==> src/rtl/ifetch_pkg.sv <==
`default_nettype none
// ============================================================================
// Module   : ifetch_pkg
// Brief    : Shared types for the instruction fetch stage: FSM states, FIFO
//            entry layout and the default sequential step.
// Revision : 1.0
// ============================================================================
package ifetch_pkg;

  localparam int c_instr_bytes_default = 4;

  typedef enum logic [1:0] {
    IDLE  = 2'd0,
    REQ   = 2'd1,
    WAIT  = 2'd2,
    DRAIN = 2'd3
  } fetch_state_t;

  typedef struct packed {
    logic [31:0] data;
    logic [31:0] addr;
  } fetch_entry_t;

endpackage
`default_nettype wire

==> src/rtl/ifetch_fifo.sv <==
`default_nettype none
// ============================================================================
// Module   : ifetch_fifo
// Brief    : Synchronous FIFO of fetched {data, addr} entries with clear.
// Revision : 1.0
// ============================================================================
module ifetch_fifo
  import ifetch_pkg::*;
#(
  parameter int DEPTH = 2
) (
  input  logic                    clk,
  input  logic                    reset,
  input  logic                    clear,
  input  logic                    push,
  input  logic [63:0]             din,
  input  logic                    pop,
  output logic [63:0]             head,
  output logic                    valid,
  output logic [$clog2(DEPTH):0]  count
);

  localparam int c_ptr_w = $clog2(DEPTH);
  localparam int c_cnt_w = c_ptr_w + 1;

  logic [c_ptr_w-1:0] r_wr_ptr;
  logic [c_ptr_w-1:0] r_rd_ptr;
  logic [c_cnt_w-1:0] r_count;
  fetch_entry_t       r_mem [DEPTH];
  logic               w_wr;
  logic               w_rd;

  assign w_rd = pop && (r_count != '0);
  assign w_wr = push && ((r_count != c_cnt_w'(DEPTH)) || w_rd);

  always_ff @(posedge clk or negedge reset) begin
    if (!reset) begin
      r_wr_ptr <= '0;
      r_rd_ptr <= '0;
      r_count  <= '0;
      for (int i = 0; i < DEPTH; i++) begin
        r_mem[i] <= '0;
      end
    end else if (clear) begin
      r_wr_ptr <= '0;
      r_rd_ptr <= '0;
      r_count  <= '0;
    end else begin
      if (w_wr) begin
        r_mem[r_wr_ptr] <= din;
        r_wr_ptr        <= r_wr_ptr + c_ptr_w'(1);
      end
      if (w_rd) begin
        r_rd_ptr <= r_rd_ptr + c_ptr_w'(1);
      end
      if (w_wr && !w_rd) begin
        r_count <= r_count + c_cnt_w'(1);
      end else if (w_rd && !w_wr) begin
        r_count <= r_count - c_cnt_w'(1);
      end
    end
  end

  assign head  = r_mem[r_rd_ptr];
  assign valid = (r_count != '0);
  assign count = r_count;

endmodule
`default_nettype wire

==> src/rtl/instruction_fetch.sv <==
`default_nettype none
// ============================================================================
// Module   : instruction_fetch
// Brief    : Single-outstanding fetch stage feeding decode through a FIFO.
//            Optional IFETCH_ALIGN_CHECK_EN adds a sticky fetch_error output.
// Revision : 1.0
// ============================================================================
module instruction_fetch
  import ifetch_pkg::*;
#(
  parameter int FIFO_DEPTH  = 2,
  parameter int INSTR_BYTES = c_instr_bytes_default
) (
  input  logic        clk,
  input  logic        reset,
  input  logic [31:0] pc_address,
  output logic [15:0] pc_offset,
  input  logic        flush,
  output logic        mem_req,
  output logic [31:0] mem_addr,
  input  logic        mem_gnt,
  input  logic        mem_rvalid,
  input  logic [31:0] mem_rdata,
  output logic        instr_valid,
  input  logic        instr_ready,
  output logic [31:0] instr_data,
  output logic [31:0] instr_addr
`ifdef IFETCH_ALIGN_CHECK_EN
  ,
  output logic        fetch_error
`endif
);

  localparam int c_cnt_w = $clog2(FIFO_DEPTH) + 1;

  fetch_state_t       r_state;
  fetch_state_t       w_next;
  logic [31:0]        r_fetch_addr;
  logic [c_cnt_w-1:0] w_count;
  logic               w_addr_ok;
  logic               w_can_issue;
  logic               w_push;
  logic               w_pop;
  fetch_entry_t       w_entry;
  fetch_entry_t       w_head;

`ifdef IFETCH_ALIGN_CHECK_EN
  logic r_fetch_error;

  always_ff @(posedge clk or negedge reset) begin
    if (!reset) begin
      r_fetch_error <= 1'b0;
    end else if (flush) begin
      r_fetch_error <= 1'b0;
    end else if (r_state == IDLE && pc_address[1:0] != 2'b00) begin
      r_fetch_error <= 1'b1;
    end
  end

  assign w_addr_ok   = (pc_address[1:0] == 2'b00) && !r_fetch_error;
  assign fetch_error = r_fetch_error;
`else
  assign w_addr_ok = 1'b1;
`endif

  // Only one read is ever outstanding, so a free slot at issue time is the reservation.
  assign w_can_issue = (w_count < c_cnt_w'(FIFO_DEPTH)) && w_addr_ok;

  always_ff @(posedge clk or negedge reset) begin
    if (!reset) begin
      r_state <= IDLE;
    end else begin
      r_state <= w_next;
    end
  end

  always_comb begin
    w_next = r_state;
    case (r_state)
      IDLE:    if (!flush && w_can_issue) w_next = REQ;
      REQ: begin
        if (flush)        w_next = mem_gnt ? DRAIN : IDLE;
        else if (mem_gnt) w_next = WAIT;
      end
      // A response landing in the flush cycle itself is dropped right here.
      WAIT: begin
        if (mem_rvalid)   w_next = IDLE;
        else if (flush)   w_next = DRAIN;
      end
      DRAIN:   if (mem_rvalid) w_next = IDLE;
      default: w_next = IDLE;
    endcase
  end

  always_comb begin
    mem_req   = 1'b0;
    pc_offset = 16'd0;
    w_push    = 1'b0;
    case (r_state)
      REQ: begin
        mem_req = 1'b1;
        if (mem_gnt && !flush) pc_offset = 16'(INSTR_BYTES);
      end
      WAIT:    w_push = mem_rvalid && !flush;
      default: ;
    endcase
  end

  // One register serves as both the bus address and the entry tag.
  always_ff @(posedge clk or negedge reset) begin
    if (!reset) begin
      r_fetch_addr <= 32'd0;
    end else if (r_state == IDLE && w_next == REQ) begin
      r_fetch_addr <= pc_address;
    end
  end

  assign mem_addr     = r_fetch_addr;
  assign w_entry.data = mem_rdata;
  assign w_entry.addr = r_fetch_addr;
  assign w_pop        = instr_valid && instr_ready;

  ifetch_fifo #(
    .DEPTH (FIFO_DEPTH)
  ) u_fifo (
    .clk   (clk),
    .reset (reset),
    .clear (flush),
    .push  (w_push),
    .din   (w_entry),
    .pop   (w_pop),
    .head  (w_head),
    .valid (instr_valid),
    .count (w_count)
  );

  assign instr_data = w_head.data;
  assign instr_addr = w_head.addr;

endmodule
`default_nettype wire

==> config.mk <==
export PLATFORM = sky130hd
export DESIGN_NAME = instruction_fetch
export DESIGN_NICKNAME = d
export VERILOG_FILES = /design/src/rtl/ifetch_pkg.sv /design/src/rtl/ifetch_fifo.sv /design/src/rtl/instruction_fetch.sv
export SDC_FILE = /design/constraint.sdc
export NUM_CORES = 1
export LEC_CHECK = 0
export ABC_AREA = 1
export BUFFER_PORTS_ARGS = -buffer_cell sky130_fd_sc_hd__buf_2
export CORE_MARGIN = 2
export CORE_UTILIZATION = 30
export DETAILED_ROUTE_END_ITERATION = 10
export MAX_ROUTING_LAYER = met4
export PLACE_DENSITY = 0.5
export SYNTH_ARGS = -nofsm -noshare
export SYNTH_HDL_FRONTEND = slang
export SYNTH_SLANG_ARGS = --single-unit
==> constraint.sdc <==
create_clock -name clk -period 3.8 [get_ports clk]
set_clock_uncertainty 0.15 [all_clocks]
set_input_delay 0.38 -clock clk [delete_from_list [all_inputs] [get_ports clk]]
set_output_delay 0.38 -clock clk [all_outputs]
set_load 0.03 [all_outputs]
After elaboration in Yosys (flattened, before gate mapping)
Cells that the tools add are included.
- muxes and demuxes: 25
- $lt $le $gt $ge: 4
- bitwise operators: 3
- eq/ne operators: 5
- reduce and logical (&&, ||, !) cells: 20
- $add $sub $neg: 4
- operator list (cell ; number):
    2-to-1 mux 64 bit ; 4
    bitwise mux 128 bit ; 1
    demux 64 bit (select 1 bit) ; 1
    2-to-1 mux 2 bit ; 10
    logical AND 1 bit ; 10
    case mux 2 bit (4 select lines) ; 1
    2-to-1 mux 1 bit ; 6
    2-to-1 mux 3 bit ; 2
    nonzero test 2 bit ; 3
    equality test 2 x 1 -> 1 bit (second input constant) ; 2
    equality test 2 bit (second input constant) ; 2
    greater-or-equal comparator 2 bit (second input constant) ; 2
    NOT 1 -> 2 bit ; 2
    logical NOT 1 bit ; 3
    nonzero test 3 bit ; 1
    adder 1 bit (second input constant) ; 2
    adder 2 x 1 -> 2 bit (second input constant) ; 1
    logical NOT 2 bit ; 1
    less-than comparator 2 x 1 -> 1 bit (second input constant) ; 1
    less-than comparator 2 bit (second input constant) ; 1
    inequality test 2 bit (second input constant) ; 1
    AND reduction 2 bit ; 1
    subtractor 2 x 1 -> 2 bit (second input constant) ; 1
    logical OR 1 bit ; 1
    NOT 1 bit ; 1
- bits in registers: 166
- input port bits: 70
- output and inout port bits: 114

Logic depth before layout (Yosys ltp)
Gate-level depths: netlist (run 1).
- depth in word-level cells: 10
- depth in mapped cells: 9
- gate-level depth less buffers: 8

Modules after synthesis
A second synthesis (run 1) with hierarchy kept.
- cells, all modules: 891
- area, all modules: 7971.4 um^2
- by module, submodules not included (module ; cells an instance ; sequential area each (um^2) ; times used ; area each (um^2)):
    ifetch_fifo ; 717 ; 3303.2 ; 1 ; 6348.6
    instruction_fetch ; 174 ; 850.8 ; 1 ; 1622.8

Worst setup path after synthesis (run 1)
Ideal clock, no wire load.
- kind: reg-to-output
- from: reg u_fifo.r_rd_ptr
- to: out instr_addr[31]
- arrival: 1.468 ns
- required time: 3.270 ns
- slack: 1.802 ns
- stages on the path, launching flop included: 4
- cells stage by stage: dfrtp_1 clkbuf_1 clkbuf_1 o21ai_0
- longest elaborated chain between the ends: 4
- ends and longest elaborated chain (item ; RTL line ; source):
    start: declaration ; ifetch_fifo.sv:27 ; logic [c_ptr_w-1:0] r_rd_ptr;
    start signal: assignment ; ifetch_fifo.sv:54 ; r_rd_ptr <= r_rd_ptr + c_ptr_w'(1);
    NOT 1 -> 2 bit (not written as such) ; ifetch_fifo.sv:64 ; assign head = r_mem[r_rd_ptr];
    2-to-1 mux 64 bit (not written as such) (3 in a row) ; ifetch_fifo.sv:64 ;
    end: declaration ; instruction_fetch.sv:27 ; output logic [31:0] instr_addr
No other way between the ends. The select of a mux whose other input is x is not followed.

Final worst setup path (run 1)
- from: reg u_fifo.r_rd_ptr
- to: out instr_addr[27]
Same word-level chain as after synthesis.

==> out/results.ini, run 1 <==
[sta]
final_hold_viol_count = 0
max_freq_mhz = 395
hold-worst-slack_ns = 0.0262
max_slew.worst_pin.slew_ns = 0.905
slew_violations = 0
slew_headroom_pct = 39.6
fin_tns_setup_ns = 0
rsz0062_at_grt = no
setup_viol = 0
min_period_ns = 2.53
finalCritPeriodShare_pct = 66.7

[global_route]
top_usage_layer = met2
grt_pass1_wl_um = 29400
use_met2_pct = 22.9
grt_antenna_before_repair = 2
grt_use_total_pct = 14.4
grt_pass1_vias = 5789
grt_overflow = 0
grt_max_degree = 89
use_met3_pct = 3.90
grt.met1_usage_pct = 18.3

[layout]
area_delta_synth_final_pct = 20.3
layout.cells.non_filler = 1316
layout_common_cells = nand2_1, buf_2, dfrtp_1, o21ai_0, inv_1
multi_input_area_sq_um = 2710
final_layout_size_suffix_gt1_share_pct = 29.6
n_fill_cell = 2669
final_common_cell = nand2_1
nNetsFinal = 1042
fin_util_pct = 36.4
seqCellArea_sq_um = 4160

[synth]
synth_area_per_cell_sq_um = 9.14
ys_types = 25
synth_edf_count = 0
synth_mux_area_share_pct = 4.77
synth_area_sq_um = 7560
synthCells = 827
yosysWarnings = 0
synth_compound_area_share_pct = 15.0
ys.flop_type = dfrtp_1
synth_top_family_by_area = simple AND/OR/NAND/NOR gates
synth_adder_area_share_pct = 0
seq_area_frac_synth_pct = 54.9
synth_xor_xnor_area_share_pct = 0
synth-seq-cells = 166
yosys.area_share.simple_pct = 15.3
ys_async_sr_fraction_pct = 100

[drt]
drtIter0Drc = 300
wl_um = 17800
ant_nets = 0
wl_per_cell_um = 13.5
vias_per_cell = 4.43
drc = 0
drtPass1Iterations = 4
num_vias = 5829

[power]
p_per_area_nw_per_um2 = 887
p_leak_nw = 4.56
ir_worst_vdd_mv = 0.436

[floorplanning]
fp.dieH_um = 163
dieArea_sq_um = 26500
io-pin-count = 184
start_util_pct = 30.3
die-width_um = 163
coreArea_sq_um = 25000
row_count = 58

[cts]
clock_latency_ns = 0.42
clock-root-buffer = clkbuf_16
path_clk_slew_ns = 0.07
cts_sinks = 166
numCtsBuffers = 17
max-clock-path-buffers = 2
postCtsSetupBuffers = 0
cts_tree = yes
ctsHtreeMaxLevel = 4

[worst_setup_path]
cp_cell_sequence = buf_12 -> nand2_1 -> o21ai_0 -> buf_2
critPathSlowestCell = dfrtp_4
r2r_cells = 8
crit_path_start = u_fifo.r_rd_ptr$_DFFE_PN0P_
r2r-end = u_fifo.r_mem[114]$_DFFE_PN0P_
cp-start-kind = register
r2r-start = r_state[0]$_DFF_PN0_
worstPathArrival_ns = 2.00
rrSetupSlack_ns = 1.60
crit_path_max_incr_delay_ns = 0.70
critPathKind = reg -> out
worstPathRequired_ns = 3.27
path_max_fanout = 88
cp-end-kind = output port
worstSetupEndpoint = instr_addr[27]

[hold_path]
hold_class = in -> reg
min_from = mem_rdata[13]

[run_status]
status = finished clean

[placement]
place_inst = 1281
place_hpwl_um = 11300
io_buffers = 168
place.gp.congestion = 0.735

[run]
cap_violations = 0

cell type report:
type / count / area share [%]
flip-flops and latches: 166 / 45.7
multi-input cells: 535 / 29.8
repair buffers: 178 / 10.7
clock buffers: 21 / 5.06
well taps: 330 / 4.54
inverters: 74 / 3.05
clock inverters: 10 / 1.06
diodes: 2 / 0.0550
logic make-up (layout without fill, tap and decap cells):
family                 Yosys count  after routing
muxes                           32             32
AOI/OAI and AO/OA              199            199
and+or+nand+nor                289            289
DFF                            166            166
buffers and inverters          140            283
other                            1             17
per-stage QoR:
step	power, mW	setup WS [ns]	area, sq um
floorplan	5.49	1.80	7610
finish	8.07	1.27	9100
global placement	6.45	1.45	8520
CTS	8.21	1.21	9090
global route	8.65	1.13	9100
detailed placement	6.50	1.41	8520
metal layers:
metal | wire, um | share of wire, % | vias up
li1 | - | - | 2901
met1 | 8400 | 47 | 2770
met2 | 8280 | 46 | 144
met3 | 966 | 5.4 | 14
met4 | 170 | 0.95 | 0
met5 | 0 | 0 | -
registers in the layout, indices dropped and copies added (netlist names):
| signal | count |
|---|---|
| u_fifo.r_mem | 128 |
| mem_addr | 32 |
| r_state | 2 |
| u_fifo.count | 2 |
| u_fifo.r_rd_ptr | 1 |
| u_fifo.r_wr_ptr | 1 |
synthesized netlist by cell type (2+ instances only):
cell type | instances | area [sq um]
nand2_1 | 262 | 983
dfrtp_1 | 166 | 4150
o21ai_0 | 129 | 646
inv_1 | 72 | 270
o21ai_2 | 36 | 315
mux2_2 | 32 | 360
o21ai_1 | 30 | 150
clkbuf_1 | 23 | 86.3
buf_4 | 22 | 165
buf_6 | 15 | 169
nand2_2 | 10 | 62.6
nand3_1 | 7 | 35.0
nor2_1 | 4 | 15.0
clkbuf_2 | 3 | 15.0
nor2_4 | 3 | 33.8
a21oi_1 | 2 | 10.0
buf_8 | 2 | 30.0
inv_2 | 2 | 7.51
worst min path at each step:
stage                                               end  slack [ns]  depth (start not counted)
after floorplan                 mem_addr[0]$_DFFE_PN0P_       -0.07                          0
after global placement      u_fifo.r_mem[8]$_DFFE_PN0P_        0.31                          2
after detailed placement   u_fifo.r_mem[10]$_DFFE_PN0P_        0.32                          2
after CTS                 u_fifo.r_mem[109]$_DFFE_PN0P_       0.003                          3
after global routing      u_fifo.r_mem[104]$_DFFE_PN0P_        0.01                          3
final                     u_fifo.r_mem[109]$_DFFE_PN0P_        0.03                          3
worst max-delay path: cells and delay by family (launching register included):
family                 cells  cell delay (ns)
DFF                        1             0.70
AOI/OAI and AO/OA          1             0.14
buffers and inverters      2             0.64
and+or+nand+nor            1             0.08
where the power goes:
part	internal [mW]	switching, mW	leakage (nW)	total, mW
clock network	0.940	0.726	0.274	1.67
registers	2.53	0.427	2.10	2.95
logic	1.07	2.37	2.19	3.45
total	4.54	3.53	4.56	8.07
repair_timing:
item                                    4_1_cts  5_1_grt
hold buffers                                  2        0
hold endpoints to repair                     81        0
resized for setup                             0        0
endpoints found under the setup margin        0        0
Power figures use the tool's default switching activity.
==> inputs of run 2 (changes only) <==
clock period = 2.4 ns   (was 3.8 ns; I/O delays follow)
==> run 2 against run 1 <==
Against the previous run: combinational power increased by 65%; sequential share of layout area decreased by 3.6 points; total power increased by 60%; die area unchanged; largest power group unchanged; highest routed layer unchanged.
==> out/results.ini, run 2 (synthesized netlist as in run 1, its figures left out) <==
[run_status]
status = finished clean

[layout]
regMostFlops = u_fifo.r_mem
n_fill_cell = 2583
layout_common_cells = nand2_1, buf_2, dfrtp_1, o21ai_0, inv_1
final_layout_size_suffix_gt1_share_pct = 28.3
largest_register_ffs = 128
design_area_sq_um = 9880
layout.cells.non_filler = 1388
nNetsFinal = 1115
fin_util_pct = 39.6
final_common_cell = nand2_1
area_delta_synth_final_pct = 30.6

[floorplanning]
io-pin-count = 184
die-width_um = 163
fp.dieH_um = 163
start_util_pct = 30.3
coreArea_sq_um = 25000
row_count = 58
dieArea_sq_um = 26500

[worst_setup_path]
r2r_cells = 6
cp-end-kind = output port
cp-start-kind = register
path_max_fanout = 42
worstPathArrival_ns = 1.83
worstPathRequired_ns = 2.01
critPathKind = reg -> out

[placement]
place_hpwl_um = 12200
place_ws_ns = 0.520
place_area_sq_um = 8620
place_inst = 1287
place.gp.congestion = 0.785
io_buffers = 168

[cts]
cts_tree = yes
numCtsBuffers = 17
cts_sinks = 166
clock_latency_ns = 0.43
clock-root-buffer = clkbuf_16
path_clk_slew_ns = 0.07
max-clock-path-buffers = 2
ctsHtreeMaxLevel = 4
ctsResizeCount = 0

[drt]
num_vias = 6072
drc = 0
ant_nets = 0
drtPass1Iterations = 4
vias_per_cell = 4.37
wl_per_cell_um = 14.0
drtIter0Drc = 369
wl_um = 19400

[sta]
slew_violations = 0
rsz0062_at_grt = no
max_freq_mhz = 451
setup_viol = 0
final_hold_viol_count = 0
slew_headroom_pct = 58.7
max_slew.worst_pin.slew_ns = 0.620
hold-worst-slack_ns = 0.0330
min_period_ns = 2.22
setup_slack_ns = 0.182
fin_tns_setup_ns = 0
finalCritPeriodShare_pct = 92.4

[global_route]
grt_pass1_vias = 5932
grt_max_degree = 67
grt_antenna_before_repair = 0
grt_use_total_pct = 15.5
grt_pass1_wl_um = 31300
grt_overflow = 0

[power]
p_per_area_nw_per_um2 = 1310
ir_worst_vdd_mv = 0.647
total_power_mw = 12.9
p_leak_nw = 4.89

[run]
cap_violations = 0

[hold_path]
hold_path_depth = 4
hold_class = in -> reg

==> run 2: cell count changes in the layout (fill, tap and decap cells not counted), moves of 2 or more <==
cell,before,now
dlygate4sd3_1,2,68
buf_12,4,9
clkinvlp_4,1,3
inv_8,0,2
==> run 2: power breakdown <==
| part | switching, mW | internal (mW) |
|---|---|---|
| logic | 3.84 | 1.85 |
| registers | 0.684 | 4.00 |
| clock network | 1.20 | 1.37 |
| total | 5.72 | 7.22 |
==> run 2: what timing repair did <==
action / 4_1_cts / 5_1_grt
buffers inserted: 0 / 1
hold buffers: 68 / 0
hold endpoints to repair: 155 / 0
endpoints found under the setup margin: 0 / 26
==> run 2: worst paths after layout <==
check	startpoint	end	slack, ns
min in group asynchronous	reset	u_fifo.r_mem[106]$_DFFE_PN0P_	0.24
max in group asynchronous	reset	u_fifo.r_mem[74]$_DFFE_PN0P_	1.20
max	u_fifo.r_rd_ptr$_DFFE_PN0P_	instr_data[14]	0.18
max reg2reg	u_fifo.count[0]$_DFFE_PN0P_	u_fifo.r_mem[35]$_DFFE_PN0P_	0.55
min	instr_ready	u_fifo.r_rd_ptr$_DFFE_PN0P_	0.03
min reg2reg	u_fifo.r_mem[9]$_DFFE_PN0P_	u_fifo.r_mem[9]$_DFFE_PN0P_	0.34
==> run 2: cell type report <==
cell class	instances	area, sq um	area share [%]
clock inverters	12	98.8	1.00
diodes	1	2.50	0.0253
clock buffers	19	443	4.48
multi-input cells	535	2710	27.4
inverters	74	278	2.81
repair buffers	251	1770	18.0
flip-flops and latches	166	4160	42.1
well taps	330	413	4.18
==> run 2: metal layers <==
layer  vias to the layer above  wire length (um)  GRT usage [%]
met5                         -                 0              -
met4                         0               232           3.58
met3                        14              1190           4.61
met2                       156              8840           24.2
met1                      2861              9180           19.9
li1                       3041                 -              -
==> run 2: critical path, stage by stage, from the launching register on <==
cell	delay, ns
dfrtp_4	0.64
buf_12	0.24
o21ai_0	0.25
buf_2	0.25
